File: config.mk
export PLATFORM = sky130hd
export DESIGN_NAME = hazard_ctrl_unit
export DESIGN_NICKNAME = d
export VERILOG_FILES = /design/src/rtl/hazard_ctrl_unit.sv
export SDC_FILE = /design/constraint.sdc
export NUM_CORES = 1
export LEC_CHECK = 0
export CORE_MARGIN = 8
export CORE_UTILIZATION = 25
export DETAILED_ROUTE_END_ITERATION = 8
export MAX_ROUTING_LAYER = met4
export PLACE_DENSITY_LB_ADDON = 0.2
export SYNTH_ARGS = -nofsm -noshare
export SYNTH_HDL_FRONTEND = slang
export SYNTH_SLANG_ARGS = --single-unit
File: constraint.sdc
create_clock -name clk -period 2.6 [get_ports clk]
set_clock_uncertainty 0.2 [all_clocks]
set_input_delay 0.26 -clock clk [delete_from_list [all_inputs] [get_ports clk]]
set_output_delay 0.26 -clock clk [all_outputs]
set_load 0.005 [all_outputs]
File: src/rtl/hazard_ctrl_unit.sv
// hazard_ctrl_unit: tracks in-flight destinations for E/M/W(...) and
// produces hold/bubble/flush controls for the F/D/E pipeline registers
// plus operand-forwarding selects for Execute. Covers load-use stalls,
// multi-cycle Execute ops and a configurable taken-branch squash window.
// This block has no valid/ready handshakes; "enable" is a global advance
// qualifier that freezes all state when low.
module hazard_ctrl_unit #(
  parameter int AW       = 4,
  parameter int DEPTH    = 3,
  parameter int MC_LAT   = 4,
  parameter int BR_FLUSH = 1,
  parameter int ZERO_REG = 0
) (
  input  logic                     clk,
  input  logic                     reset,
  input  logic                     enable,
  input  logic [AW-1:0]            src1D,
  input  logic [AW-1:0]            src2D,
  input  logic                     src1_useD,
  input  logic                     src2_useD,
  input  logic [AW-1:0]            destD,
  input  logic                     regwriteD,
  input  logic                     loadD,
  input  logic                     multicycleD,
  input  logic                     branch_takenD,
  output logic                     stall_fd,
  output logic                     hold_e,
  output logic                     bubble_e,
  output logic                     flush_d,
  output logic                     busy,
  output logic [$clog2(DEPTH)-1:0] fwd1E,
  output logic [$clog2(DEPTH)-1:0] fwd2E
);

  localparam int FW = $clog2(DEPTH);

  // One tracked pipeline slot. Source fields only matter in stage 0 (E).
  typedef struct packed {
    logic          valid;
    logic [AW-1:0] dest;
    logic          regwrite;
    logic          load;
    logic [AW-1:0] src1;
    logic [AW-1:0] src2;
    logic          src1_use;
    logic          src2_use;
  } entry_t;

  entry_t     stage_q [DEPTH];
  entry_t     stage_d [DEPTH];
  entry_t     d_entry;
  logic [3:0] mc_cnt_q, mc_cnt_d;
  logic [1:0] fl_cnt_q, fl_cnt_d;
  logic       mc;
  logic       lu;

  // Address comparison; register 0 is hardwired and never matches when ZERO_REG is set.
  function automatic logic addr_match(input logic [AW-1:0] a, input logic [AW-1:0] b);
    return (a == b) && !((ZERO_REG != 0) && (a == '0));
  endfunction

  // Package the Decode instruction; it is squashed while a flush window is open.
  always_comb begin
    d_entry          = '0;
    d_entry.valid    = (fl_cnt_q == 2'd0);
    d_entry.dest     = destD;
    d_entry.regwrite = regwriteD;
    d_entry.load     = loadD;
    d_entry.src1     = src1D;
    d_entry.src2     = src2D;
    d_entry.src1_use = src1_useD;
    d_entry.src2_use = src2_useD;
  end

  // Hazard detection: multi-cycle occupancy masks load-use.
  always_comb begin
    mc = (mc_cnt_q != 4'd0);
    lu = !mc && d_entry.valid && stage_q[0].valid && stage_q[0].load && stage_q[0].regwrite &&
         ((src1_useD && addr_match(src1D, stage_q[0].dest)) ||
          (src2_useD && addr_match(src2D, stage_q[0].dest)));
  end

  // Pipeline control outputs.
  always_comb begin
    busy     = mc;
    hold_e   = mc;
    stall_fd = mc | lu;
    bubble_e = lu;
    flush_d  = (fl_cnt_q != 2'd0);
  end

  // Forward select: scan oldest to youngest so the youngest producer overrides.
  always_comb begin
    fwd1E = '0;
    fwd2E = '0;
    for (int k = DEPTH - 1; k >= 1; k--) begin
      if (stage_q[0].valid && stage_q[0].src1_use && stage_q[k].valid && stage_q[k].regwrite &&
          addr_match(stage_q[k].dest, stage_q[0].src1))
        fwd1E = FW'(k);
      if (stage_q[0].valid && stage_q[0].src2_use && stage_q[k].valid && stage_q[k].regwrite &&
          addr_match(stage_q[k].dest, stage_q[0].src2))
        fwd2E = FW'(k);
    end
  end

  // Next-state: stage shifting, multi-cycle counter and branch window.
  always_comb begin
    stage_d  = stage_q;
    mc_cnt_d = mc_cnt_q;
    fl_cnt_d = fl_cnt_q;
    if (enable) begin
      if (mc) begin
        // E holds the long op; a bubble flows out behind it.
        mc_cnt_d   = mc_cnt_q - 4'd1;
        stage_d[1] = '0;
        for (int k = 2; k < DEPTH; k++) stage_d[k] = stage_q[k-1];
      end else begin
        stage_d[0] = lu ? '0 : d_entry;
        for (int k = 1; k < DEPTH; k++) stage_d[k] = stage_q[k-1];
        if (!lu && d_entry.valid && multicycleD && (MC_LAT > 1))
          mc_cnt_d = 4'(MC_LAT - 1);
      end
      // A branch seen while stalled or squashed is replayed or wrong-path, so it is ignored.
      if ((fl_cnt_q != 2'd0) && !stall_fd)
        fl_cnt_d = fl_cnt_q - 2'd1;
      else if (!stall_fd && (fl_cnt_q == 2'd0) && branch_takenD)
        fl_cnt_d = 2'(BR_FLUSH);
    end
  end

  // State registers with synchronous active-low reset.
  always_ff @(posedge clk) begin
    if (!reset) begin
      for (int k = 0; k < DEPTH; k++) stage_q[k] <= '0;
      mc_cnt_q <= 4'd0;
      fl_cnt_q <= 2'd0;
    end else begin
      for (int k = 0; k < DEPTH; k++) stage_q[k] <= stage_d[k];
      mc_cnt_q <= mc_cnt_d;
      fl_cnt_q <= fl_cnt_d;
    end
  end

endmodule

==> impl_table.tex <==
\begin{tabular}{lr}
\hline
Metric & Value \\
\hline
\multicolumn{2}{l}{\textbf{STA}} \\
Worst rel slew slack & approximately 72\% \\
Pin slew with the least headroom to its limit & between 0.4 and 0.5 ns \\
Setup repair after global routing missed its margin & no \\
Setup TNS & 0 ns \\
Final period utilization & 89.7\% \\
Final-report max-slew violation count & 0 \\
Endpoints failing setup & 0 \\
Worst Slack Setup Final & 0.268 ns \\
Crit path time final & roughly 2.3 ns \\
Maximum achievable frequency & 429 MHz \\
Number of hold violations in the final report & 0 \\
\multicolumn{2}{l}{\textbf{Power and ir drop}} \\
Pint & 0.00105 W \\
P per Cell Area & around 660 nW/µm² \\
Max VDD drop & 0.000204 V \\
Fraction of power spent switching nets & 33.6\% \\
Overall power & 0.00158 W \\
Sw Pwr & 0.000532 W \\
Leakage dissipation & 0.972 nW \\
Clock network fraction of design power & 25.8\% \\
Sequential group share of total power & 42.6\% \\
Logic pwr share & about a third \\
\multicolumn{2}{l}{\textbf{Drt}} \\
First DRT Iteration DRCs & 38 \\
Highest metal used & met4 \\
Via-per-instance ratio & approximately 4.5 \\
Met2 wire len & roughly 2100 µm \\
Via count & $\sim$1600 \\
First-pass DRT Iterations & 4 \\
Total met3 wirelength after detailed routing & 135 µm \\
Number of DRC violations after detailed routing & 0 \\
WL/cell & 13.4 µm \\
Total Wirelength & $\sim$4600 µm \\
Met1 layer wirelength in the final routing & 2340 µm \\
Detail Route Antenna Nets & 0 \\
\multicolumn{2}{l}{\textbf{Synth}} \\
Mux share of post-synthesis cell area & about 3.8\% \\
Number of synthesized flops with an enable pin & 0 \\
Register bit count reported by yosys & 35 \\
Post-synthesis compound-gate area fraction & 9.33\% \\
Post-synthesis xor/xnor area fraction & 11.4\% \\
Synth Net Count & 234 \\
Arithmetic-cell share of the synthesized area counting full adders, half adders and majority gates & 1.36\% \\
Portion of the post-synthesis area used by sequential elements & around two fifths \\
Simple-Gate Fraction of Synth Area & 29.8\% \\
Ys Warns & 0 \\
Async S/R FF share, synth & 0\% \\
Combinational family with the most area after synthesis & simple AND/OR/NAND/NOR gates \\
Avg Cell Area, Syn & just under 9 µm² \\
Post-synth top flop & sky130\_fd\_sc\_hd\_\_dfxtp\_1 \\
Synth Instances & 211 \\
Post-synth design cell area & 1840 µm² \\
Synth cell types & 32 \\
\multicolumn{2}{l}{\textbf{Floorplan}} \\
Top-Level Pins & 30 \\
Overall die area & 10400 µm² \\
Die boundary height & 102 µm \\
Starting density of the core & 25.6\% \\
Std-Cell Rows & 31 \\
Area of the placeable core & 7180 µm² \\
Chip width & 102 µm \\
\multicolumn{2}{l}{\textbf{Cells and area}} \\
Ratio of cells with drive above 1 in the final layout & 10.9\% \\
Number of inserted filler cells in the final layout & approximately 760 \\
Util after Layout & 33.2\% \\
Post-route insts no fill & 347 \\
Nets & 270 \\
Area growth, synth to finish & 29.7\% \\
Storage element area & 701 µm² \\
\# diodes & 0 \\
Total area of multi-input combinational cells & 1030 µm² \\
\multicolumn{2}{l}{\textbf{Critical path}} \\
Critical path class & reg -> out \\
Worst endpoint required time & 2.14 ns \\
Worst-case register-to-register setup slack & 0.33 ns \\
Arrival @ worst endpoint & between 1.5 and 2 ns \\
Setup crit start kind & register \\
Critical path capture point type & primary output \\
Highest fanout seen on the critical path & 5 \\
Reg2reg path depth & 8 \\
\multicolumn{2}{l}{\textbf{CTS}} \\
Later-pin clock latency in the skew report & roughly 0.29 ns \\
Clock input transition at the sequential cells of the worst setup and hold paths & 0.07 ns \\
Number of CTS-inserted buffers & 5 \\
CTS tree & built \\
H-Tree Level Count & 2 \\
Clk Tree Root Cell & sky130\_fd\_sc\_hd\_\_clkbuf\_8 \\
Maximum buffer depth of the clock tree & 2 \\
CTS sink cnt & 35 \\
\multicolumn{2}{l}{\textbf{Global routing}} \\
Number of antenna violations at the first check in global routing & 0 \\
Global route total overflow & 0 \\
Global-route wire length before repair & 7820 µm \\
Maximum number of pins on one net before global-route repair & 30 \\
Vias in the first global route & 1605 \\
Combined global-route utilization of all metal layers & 10.0\% \\
\multicolumn{2}{l}{\textbf{Placement}} \\
Post-placement setup slack & 0.110 ns \\
Routability congestion estimate & between 0.8 and 0.9 \\
Number of placed instances with taps included & 335 \\
Port bufs & 29 \\
Half-perimeter wire length of the detailed placement result & 3420 µm \\
\multicolumn{2}{l}{\textbf{Min path}} \\
Type of the worst min-delay path & reg -> reg \\
Min-Delay Path Depth & 2 \\
\multicolumn{2}{l}{\textbf{Outcome}} \\
Run status & finished, final reports clean \\
\multicolumn{2}{l}{\textbf{Flow run}} \\
Total of max-cap violations & 0 \\
\hline
\end{tabular}
cells in the final DEF (no fill, tap or decap), types with 2 or more instances in the layout:
cell                               n
sky130_fd_sc_hd__dfxtp_1          35
sky130_fd_sc_hd__nor2_1           10
sky130_fd_sc_hd__nand2_1          22
sky130_fd_sc_hd__buf_4            12
sky130_fd_sc_hd__xor2_1           18
sky130_fd_sc_hd__xnor2_1           6
sky130_fd_sc_hd__nand4_1           5
sky130_fd_sc_hd__nor3_1            4
sky130_fd_sc_hd__clkbuf_8          5
sky130_fd_sc_hd__dlymetal6s2s_1    2
sky130_fd_sc_hd__mux2i_1           7
sky130_fd_sc_hd__inv_1             7
sky130_fd_sc_hd__or4b_1           16
sky130_fd_sc_hd__clkdlybuf4s50_1  27
sky130_fd_sc_hd__and3_1            2
sky130_fd_sc_hd__clkinvlp_4        2
sky130_fd_sc_hd__nand2b_1          7
sky130_fd_sc_hd__nand3_1          13
sky130_fd_sc_hd__a21oi_1          28
sky130_fd_sc_hd__nor4_1            4
final timing paths:
check | startpoint | end
min | stage_q[44]$_SDFFE_PN0P_ | stage_q[44]$_SDFFE_PN0P_
max reg2reg | mc_cnt_q[0]$_SDFFE_PN0P_ | stage_q[35]$_SDFFE_PN0P_
min reg2reg | stage_q[44]$_SDFFE_PN0P_ | stage_q[44]$_SDFFE_PN0P_
max | stage_q[50]$_SDFFE_PN0P_ | fwd1E[1]
through the flow:
step | hold slack (ns) | area [µm²]
final | 0.270 | 2380
after global routing | 0.297 | 2380
after CTS | 0.265 | 2360
after detailed placement | 0.251 | 2250
after global placement | 0.248 | 2250
after floorplan | 0.193 | 1840
kinds of logic after synthesis:
kind of cell	Yosys count
flip-flops	35
multiplexers	7
AO/OA/AOI/OAI	32
AND/OR/NAND/NOR	90
buffers and inverters	21
adder cells (fa/ha/maj)	2
XOR/XNOR	24
critical path: stages, from the launching register on:
cell                              delay (ns)
sky130_fd_sc_hd__dfxtp_1                0.40
sky130_fd_sc_hd__nand3_1                0.12
sky130_fd_sc_hd__nor4_1                 0.36
sky130_fd_sc_hd__nand3_1                0.11
sky130_fd_sc_hd__nor2_1                 0.09
sky130_fd_sc_hd__clkdlybuf4s50_1        0.51
cells in the mapped netlist, types with 5 or more instances:
cell type,number,area [µm²]
sky130_fd_sc_hd__nand2b_1,7,43.8
sky130_fd_sc_hd__inv_1,7,26.3
sky130_fd_sc_hd__a21oi_1,28,140
sky130_fd_sc_hd__nand2_1,22,82.6
sky130_fd_sc_hd__nor2_1,10,37.5
sky130_fd_sc_hd__or4b_1,16,160
sky130_fd_sc_hd__xnor2_1,6,52.6
sky130_fd_sc_hd__xor2_1,18,158
sky130_fd_sc_hd__nand4_1,5,31.3
sky130_fd_sc_hd__nand3_1,13,65.1
sky130_fd_sc_hd__dfxtp_1,35,701
sky130_fd_sc_hd__mux2i_1,7,70.1
layout make-up:
class	count	area share, %
inverters	8	1.26
clock buffers	5	2.89
repair buffers	42	17.0
flip-flops and latches	35	29.4
well taps	99	5.19
multi-input cells	155	43.3
clock inverters	3	0.997
power by group through the flow:
stage	Sequential (W)	Combinational, W	Clock (W)
after global routing	0.000685	0.000564	0.000455
after global placement	0.000686	0.000505	0
after CTS	0.000675	0.000509	0.000425
after floorplan	0.000667	0.000307	0
final	0.000674	0.000501	0.000409
after detailed placement	0.000687	0.000502	0
flip-flops by register name, summed over array words and instances, names as in the netlist:
register / cells
fl_cnt_q: 2
mc_cnt_q: 4
stage_q: 29
per-layer routing:
| layer | track usage, % | vias to the layer above |
|---|---|---|
| met1 | 12.4 | 712 |
| met4 | 4.12 | 0 |
| li1 | - | 812 |
| met5 | - | - |
| met2 | 15.3 | 25 |
| met3 | 2.13 | 5 |
timing repair:
item                       CTS  global route
gates resized for setup      1             3
pin swaps                    2             1
buffers inserted             2             2
hold buffers                 0             0
setup endpoints to repair    2             2
gates cloned                 0             0
Note: power is estimated with default switching activity, not from simulation.
